$ cat src/rtl/ram_master_pkg.sv
// Shared types and constants for the ram_master initiator: the request record,
// the issue FSM states and the rule that decides when the queue head may issue.
package ram_master_pkg;

    localparam int DATA_W          = 16;
    localparam int RMST_FIFO_DEPTH = 4;

    typedef enum logic {
        RMST_IDLE   = 1'b0,
        RMST_ACCESS = 1'b1
    } rmst_state_t;

    typedef struct packed {
        logic              we;
        logic [DATA_W-1:0] addr;
        logic [DATA_W-1:0] wdata;
    } req_t;

    localparam int REQ_W = $bits(req_t);

    // Writes stream freely; a read needs the response slot empty and no other read on the bus.
    function automatic logic can_issue(input req_t head, input logic empty,
                                       input logic rsp_pending, input logic read_on_bus);
        return !empty && (head.we || (!rsp_pending && !read_on_bus));
    endfunction

endpackage

$ cat src/rtl/ram_master_req_fifo.sv
// Synchronous request queue: power-of-two depth, wrapping pointers, occupancy count.
// Storage is read asynchronously at the read pointer so the head is visible before the pop edge.
module req_fifo #(
    parameter int WIDTH = 33,
    parameter int DEPTH = 4
) (
    input  logic                     clk,
    input  logic                     reset,
    input  logic                     push,
    input  logic                     pop,
    input  logic [WIDTH-1:0]         din,
    output logic [WIDTH-1:0]         dout,
    output logic                     full,
    output logic                     empty,
    output logic [$clog2(DEPTH):0]   count
);

    localparam int PTR_W = $clog2(DEPTH);
    localparam int CNT_W = PTR_W + 1;

    logic [WIDTH-1:0] storage [DEPTH];
    logic [PTR_W-1:0] wr_ptr;
    logic [PTR_W-1:0] rd_ptr;
    logic             push_ok;
    logic             pop_ok;

    assign full    = (count == CNT_W'(DEPTH));
    assign empty   = (count == '0);
    assign push_ok = push && !full;
    assign pop_ok  = pop && !empty;
    assign dout    = storage[rd_ptr];

    // NOTE: payload storage has no reset; the count alone defines which entries are valid.
    always_ff @(posedge clk) begin
        if (push_ok) begin
            storage[wr_ptr] <= din;
        end
    end

    // NOTE: sequential state uses non-blocking assignments so every flop samples pre-edge values.
    always_ff @(posedge clk or posedge reset) begin
        if (reset) begin
            wr_ptr <= '0;
            rd_ptr <= '0;
            count  <= '0;
        end else begin
            if (push_ok) begin
                wr_ptr <= wr_ptr + 1'b1;
            end
            if (pop_ok) begin
                rd_ptr <= rd_ptr + 1'b1;
            end
            case ({push_ok, pop_ok})
                2'b10:   count <= count + 1'b1;
                2'b01:   count <= count - 1'b1;
                default: count <= count;
            endcase
        end
    end

endmodule

$ cat src/rtl/ram_master.sv
// Initiator for the single-port ram: queues requests in order, drives one registered
// ram access per cycle and holds returned read data until the consumer takes it.
module ram_master
    import ram_master_pkg::*;
#(
    parameter int FIFO_DEPTH = RMST_FIFO_DEPTH
) (
    input  logic              clk,
    input  logic              reset,
    input  logic              req_valid,
    output logic              req_ready,
    input  logic              req_we,
    input  logic [DATA_W-1:0] req_addr,
    input  logic [DATA_W-1:0] req_wdata,
    output logic              rsp_valid,
    input  logic              rsp_ready,
    output logic [DATA_W-1:0] rsp_rdata,
    output logic              busy,
    output logic              mem_cen,
    output logic              mem_wen,
    output logic [DATA_W-1:0] mem_addr,
    output logic [DATA_W-1:0] mem_wdata,
    input  logic [DATA_W-1:0] mem_rdata
);

    rmst_state_t                  state;
    req_t                         req_in;
    req_t                         head;
    logic [REQ_W-1:0]             fifo_dout;
    logic                         fifo_full;
    logic                         fifo_empty;
    logic [$clog2(FIFO_DEPTH):0]  fifo_count;
    logic                         push;
    logic                         issue;
    logic                         read_on_bus;

    assign req_in    = '{we: req_we, addr: req_addr, wdata: req_wdata};
    assign req_ready = !fifo_full;
    assign push      = req_valid && req_ready;
    assign head      = req_t'(fifo_dout);

    assign read_on_bus = (state == RMST_ACCESS) && !mem_wen;
    assign issue       = can_issue(head, fifo_empty, rsp_valid, read_on_bus);

    assign busy = (fifo_count != '0) || (state == RMST_ACCESS) || rsp_valid;

    req_fifo #(
        .WIDTH (REQ_W),
        .DEPTH (FIFO_DEPTH)
    ) u_req_fifo (
        .clk   (clk),
        .reset (reset),
        .push  (push),
        .pop   (issue),
        .din   (req_in),
        .dout  (fifo_dout),
        .full  (fifo_full),
        .empty (fifo_empty),
        .count (fifo_count)
    );

    // Issue FSM: every access lasts exactly one cycle; addr/wdata hold between accesses.
    always_ff @(posedge clk or posedge reset) begin
        if (reset) begin
            state     <= RMST_IDLE;
            mem_cen   <= 1'b0;
            mem_wen   <= 1'b0;
            mem_addr  <= '0;
            mem_wdata <= '0;
        end else if (issue) begin
            state     <= RMST_ACCESS;
            mem_cen   <= 1'b1;
            mem_wen   <= head.we;
            mem_addr  <= head.addr;
            mem_wdata <= head.wdata;
        end else begin
            state   <= RMST_IDLE;
            mem_cen <= 1'b0;
            mem_wen <= 1'b0;
        end
    end

    // mem_rdata is only driven while a read is on the bus, so it is sampled nowhere else.
    always_ff @(posedge clk or posedge reset) begin
        if (reset) begin
            rsp_valid <= 1'b0;
            rsp_rdata <= '0;
        end else if (read_on_bus) begin
            rsp_valid <= 1'b1;
            rsp_rdata <= mem_rdata;
        end else if (rsp_valid && rsp_ready) begin
            rsp_valid <= 1'b0;
        end
    end

endmodule
$ cat config.mk
export PLATFORM = sky130hd
export DESIGN_NAME = ram_master
export DESIGN_NICKNAME = d
export VERILOG_FILES = /design/src/rtl/ram_master_pkg.sv /design/src/rtl/ram_master_req_fifo.sv /design/src/rtl/ram_master.sv
export SDC_FILE = /design/constraint.sdc
export NUM_CORES = 1
export LEC_CHECK = 0
export ABC_CLOCK_PERIOD_IN_PS = 3800
export CAP_MARGIN = 20
export CORE_ASPECT_RATIO = 0.6
export CORE_MARGIN = 2
export CORE_UTILIZATION = 44
export DETAILED_ROUTE_END_ITERATION = 7
export MAX_ROUTING_LAYER = met4
export PLACE_DENSITY = 0.67
export SYNTH_ARGS = -nofsm -noshare
export SYNTH_HDL_FRONTEND = slang
export SYNTH_SLANG_ARGS = --single-unit
$ cat constraint.sdc
create_clock -name clk -period 3.8 [get_ports clk]
set_input_delay 0.76 -clock clk [delete_from_list [all_inputs] [get_ports clk]]
set_output_delay 0.76 -clock clk [all_outputs]
set_load 0.05 [all_outputs]
==> flow_summary.yaml <==
floorplanning:
  num_rows: 36
  io_pins: 106
  fp.coreArea_um2: 16100
  start_util: 0.447
  die-area_um2: 17400
  die_w_um: 169
  die_height_um: 103
timing:
  fmax_mhz: 330
  fin_crit_sh: 0.798
  slew_violations: 0
  relSlewSlack: 0.386
  rsz0062_at_grt: "no"
  final.setup.tns_ns: 0
  setup-violations-final: 0
  hold_viol_final: 0
  post-route-min-period_ns: 3.03
  max_slew.worst_pin.slew_ns: 0.921
  fin_skew_ns: 0.0113
global_routing:
  grt.total_usage: 0.165
  grt_pass1_vias: 3602
  grt_pass1_wl_mm: 20.2
  antenna_found_initial: 0
  grt_overflow: 0
  grt_max_degree: 35
route:
  drtIter0Drc: 214
  routed_wl_mm: 13.0
  vias: 3369
  postRouteAntennaNets: 0
  post_drt_wl_per_cell_um: 19.7
  routed_via_density: 5.10
  route.detailed.drc: 0
  first_pass_iters: 4
cts:
  clockBufferDepth: 2
  root_buffer: "clkbuf_16"
  clock_latency_ns: 0.42
  cts_hold_buffers: 0
  cts.sinks: 190
  htreeDepth: 4
  cts_inserted_buffers: 17
  cts_setup_buffers: 0
  cts_tree: "built"
  clk_pin_slew_worst_paths_ns: 0.07
  cts-resized-gates: 0
pwr:
  pwr-share-seq: 0.363
  power_density_nw_per_um2: 955
  finalPower_mw: 8.62
  p_sw_frac: 0.360
  share_comb_of_total_power: 0.437
  switchingPower_mw: 3.10
  p_leak_nw: 3.29
  power.internal_mw: 5.52
  clkPwrFrac: 0.200
  vdd_ir_drop_max_uv: 477
finish:
  nets: 497
  final_common_cell: "edfxtp_1"
  n_antenna_cell: 0
  final_cell_mix: "edfxtp_1, clkdlybuf4s50_1, dfrtp_1"
  syn_to_final_growth_pct: 25.2
  fin_util: 0.560
  fill_cells: 1212
  drive_gt1_frac: 0.228
synthesis:
  synth_fp_nets: 381
  yosysTopAreaCellShare: 0.550
  avgSynthCellArea_um2: 22.4
  synth_top_area_cell: "edfxtp_1"
  yosysSeqAreaShare: 0.752
  synth_area_leaders: "edfxtp_1, dfrtp_1, mux4_2, mux2_4, mux2_1"
  synth_edf_count: 132
  synth.distinct_cells: 26
  ys_warn_count: 0
  synth_seq_cells: 190
  ys_async_sr_fraction: 0.305
  synth_ff_type: "edfxtp_1"
  synth_area_um2: 7210
  synth_cells: 322
place:
  dpl.hpwl_mm: 8.09
  place_congestion: 0.720
  port_buffers: 105
setup_path:
  endpoint_kind: "output port"
  cp.required_ns: 3.04
  crit_path_max_fanout: 4
  critPathLaunchType: "register"
  cp.arrival_ns: 2.27
  crit_type: "register to output port"
hold_path:
  hp-class: "register to register"
run:
  cap_viol_max_count: 0
status:
  status: "finished, final reports clean"
## synth_stat cells (all sizes together), types with 2 or more instances
master    n
dfrtp    58
edfxtp  132
or3       2
buf       9
inv       8
mux4     33
mux2     49
xnor2     3
xor2      3
clkbuf    5
and3      4
and2      3
nand3     2
ha        5
## flip-flops by register name (all words and copies together) (netlist names)
signal / flops
rsp_valid: 1
u_req_fifo.wr_ptr: 2
mem_wen: 1
state: 1
u_req_fifo.storage: 132
u_req_fifo.rd_ptr: 2
mem_wdata: 16
rsp_rdata: 16
mem_addr: 16
u_req_fifo.count: 3
## metal layers
layer  global-route usage  wire length (µm)
met1                0.229              6140
met2                0.239              5840
met3               0.0484               918
met4               0.0493               124
met5                    -                 0
## power by group through the flow
| stage | clock [mW] | sequential, mW | combinational (mW) |
|---|---|---|---|
| 2_1_floorplan | 0 | 4.10 | 1.91 |
| 3_3_place_gp | 0 | 3.14 | 3.77 |
| 3_5_place_dp | 0 | 3.17 | 3.83 |
| 4_1_cts | 1.76 | 3.14 | 3.84 |
| 5_1_grt | 1.85 | 3.20 | 4.02 |
| 6_report | 1.72 | 3.13 | 3.77 |
## area by class of cell
class                      instances  area (µm²)  area share
tap                              209         262      0.0290
clock inverter                    12         135      0.0150
multi-input combinational        110        1650       0.183
inverter                           8        30.0     0.00333
clock buffer                      20         437      0.0484
timing repair buffer             111        1100       0.121
sequential                       190        5420       0.600
## path summary, 6_finish.rpt
path,slack (ns),from,to,cells after the start
max,0.77,u_req_fifo.count[0]$_DFFE_PP0P_,busy,3
min,0.49,rsp_rdata[4]$_DFFE_PP0P_,rsp_rdata[4]$_DFFE_PP0P_,1
max reg2reg,1.59,u_req_fifo.rd_ptr[0]$_DFFE_PP0P_,u_req_fifo.count[2]$_DFFE_PP0P_,9
min reg2reg,0.49,rsp_rdata[4]$_DFFE_PP0P_,rsp_rdata[4]$_DFFE_PP0P_,1
max in group asynchronous,2.47,reset,mem_addr[2]$_DFFE_PP0P_,3
min in group asynchronous,0.68,reset,state$_DFF_PP0_,2
## metrics by stage
stage / cell area (µm²) / hold WS, ns / worst slack (ns) / cells
2_1_floorplan: 7210 / 0.456 / 1.22 / 322
3_3_place_gp: 8450 / 0.467 / 1.23 / 628
3_5_place_dp: 8450 / 0.476 / 1.17 / 628
4_1_cts: 9020 / 0.492 / 0.756 / 660
5_1_grt: 9020 / 0.501 / 0.675 / 660
6_report: 9020 / 0.489 / 0.767 / 660
## critical path, stage by stage, from the launching register on
cell and delay (ns):
dfrtp_1 0.40, or3_1 0.41, or3_1 0.34, clkdlybuf4s50_1 0.71
## logic make-up (layout without fill, tap and decap cells)
group                      after synthesis  in the layout  share of synthesized area
buffers and inverters                   22            151                     0.0205
DFF                                    190            190                      0.752
adders and majority gates                6              6                     0.0115
and+or+nand+nor                         13             13                     0.0109
AOI/OAI and AO/OA                        2              2                    0.00208
xor gates and xnor gates                 6              6                    0.00729
muxes                                   83             83                      0.196
Note: power is estimated with default switching activity, not from simulation.
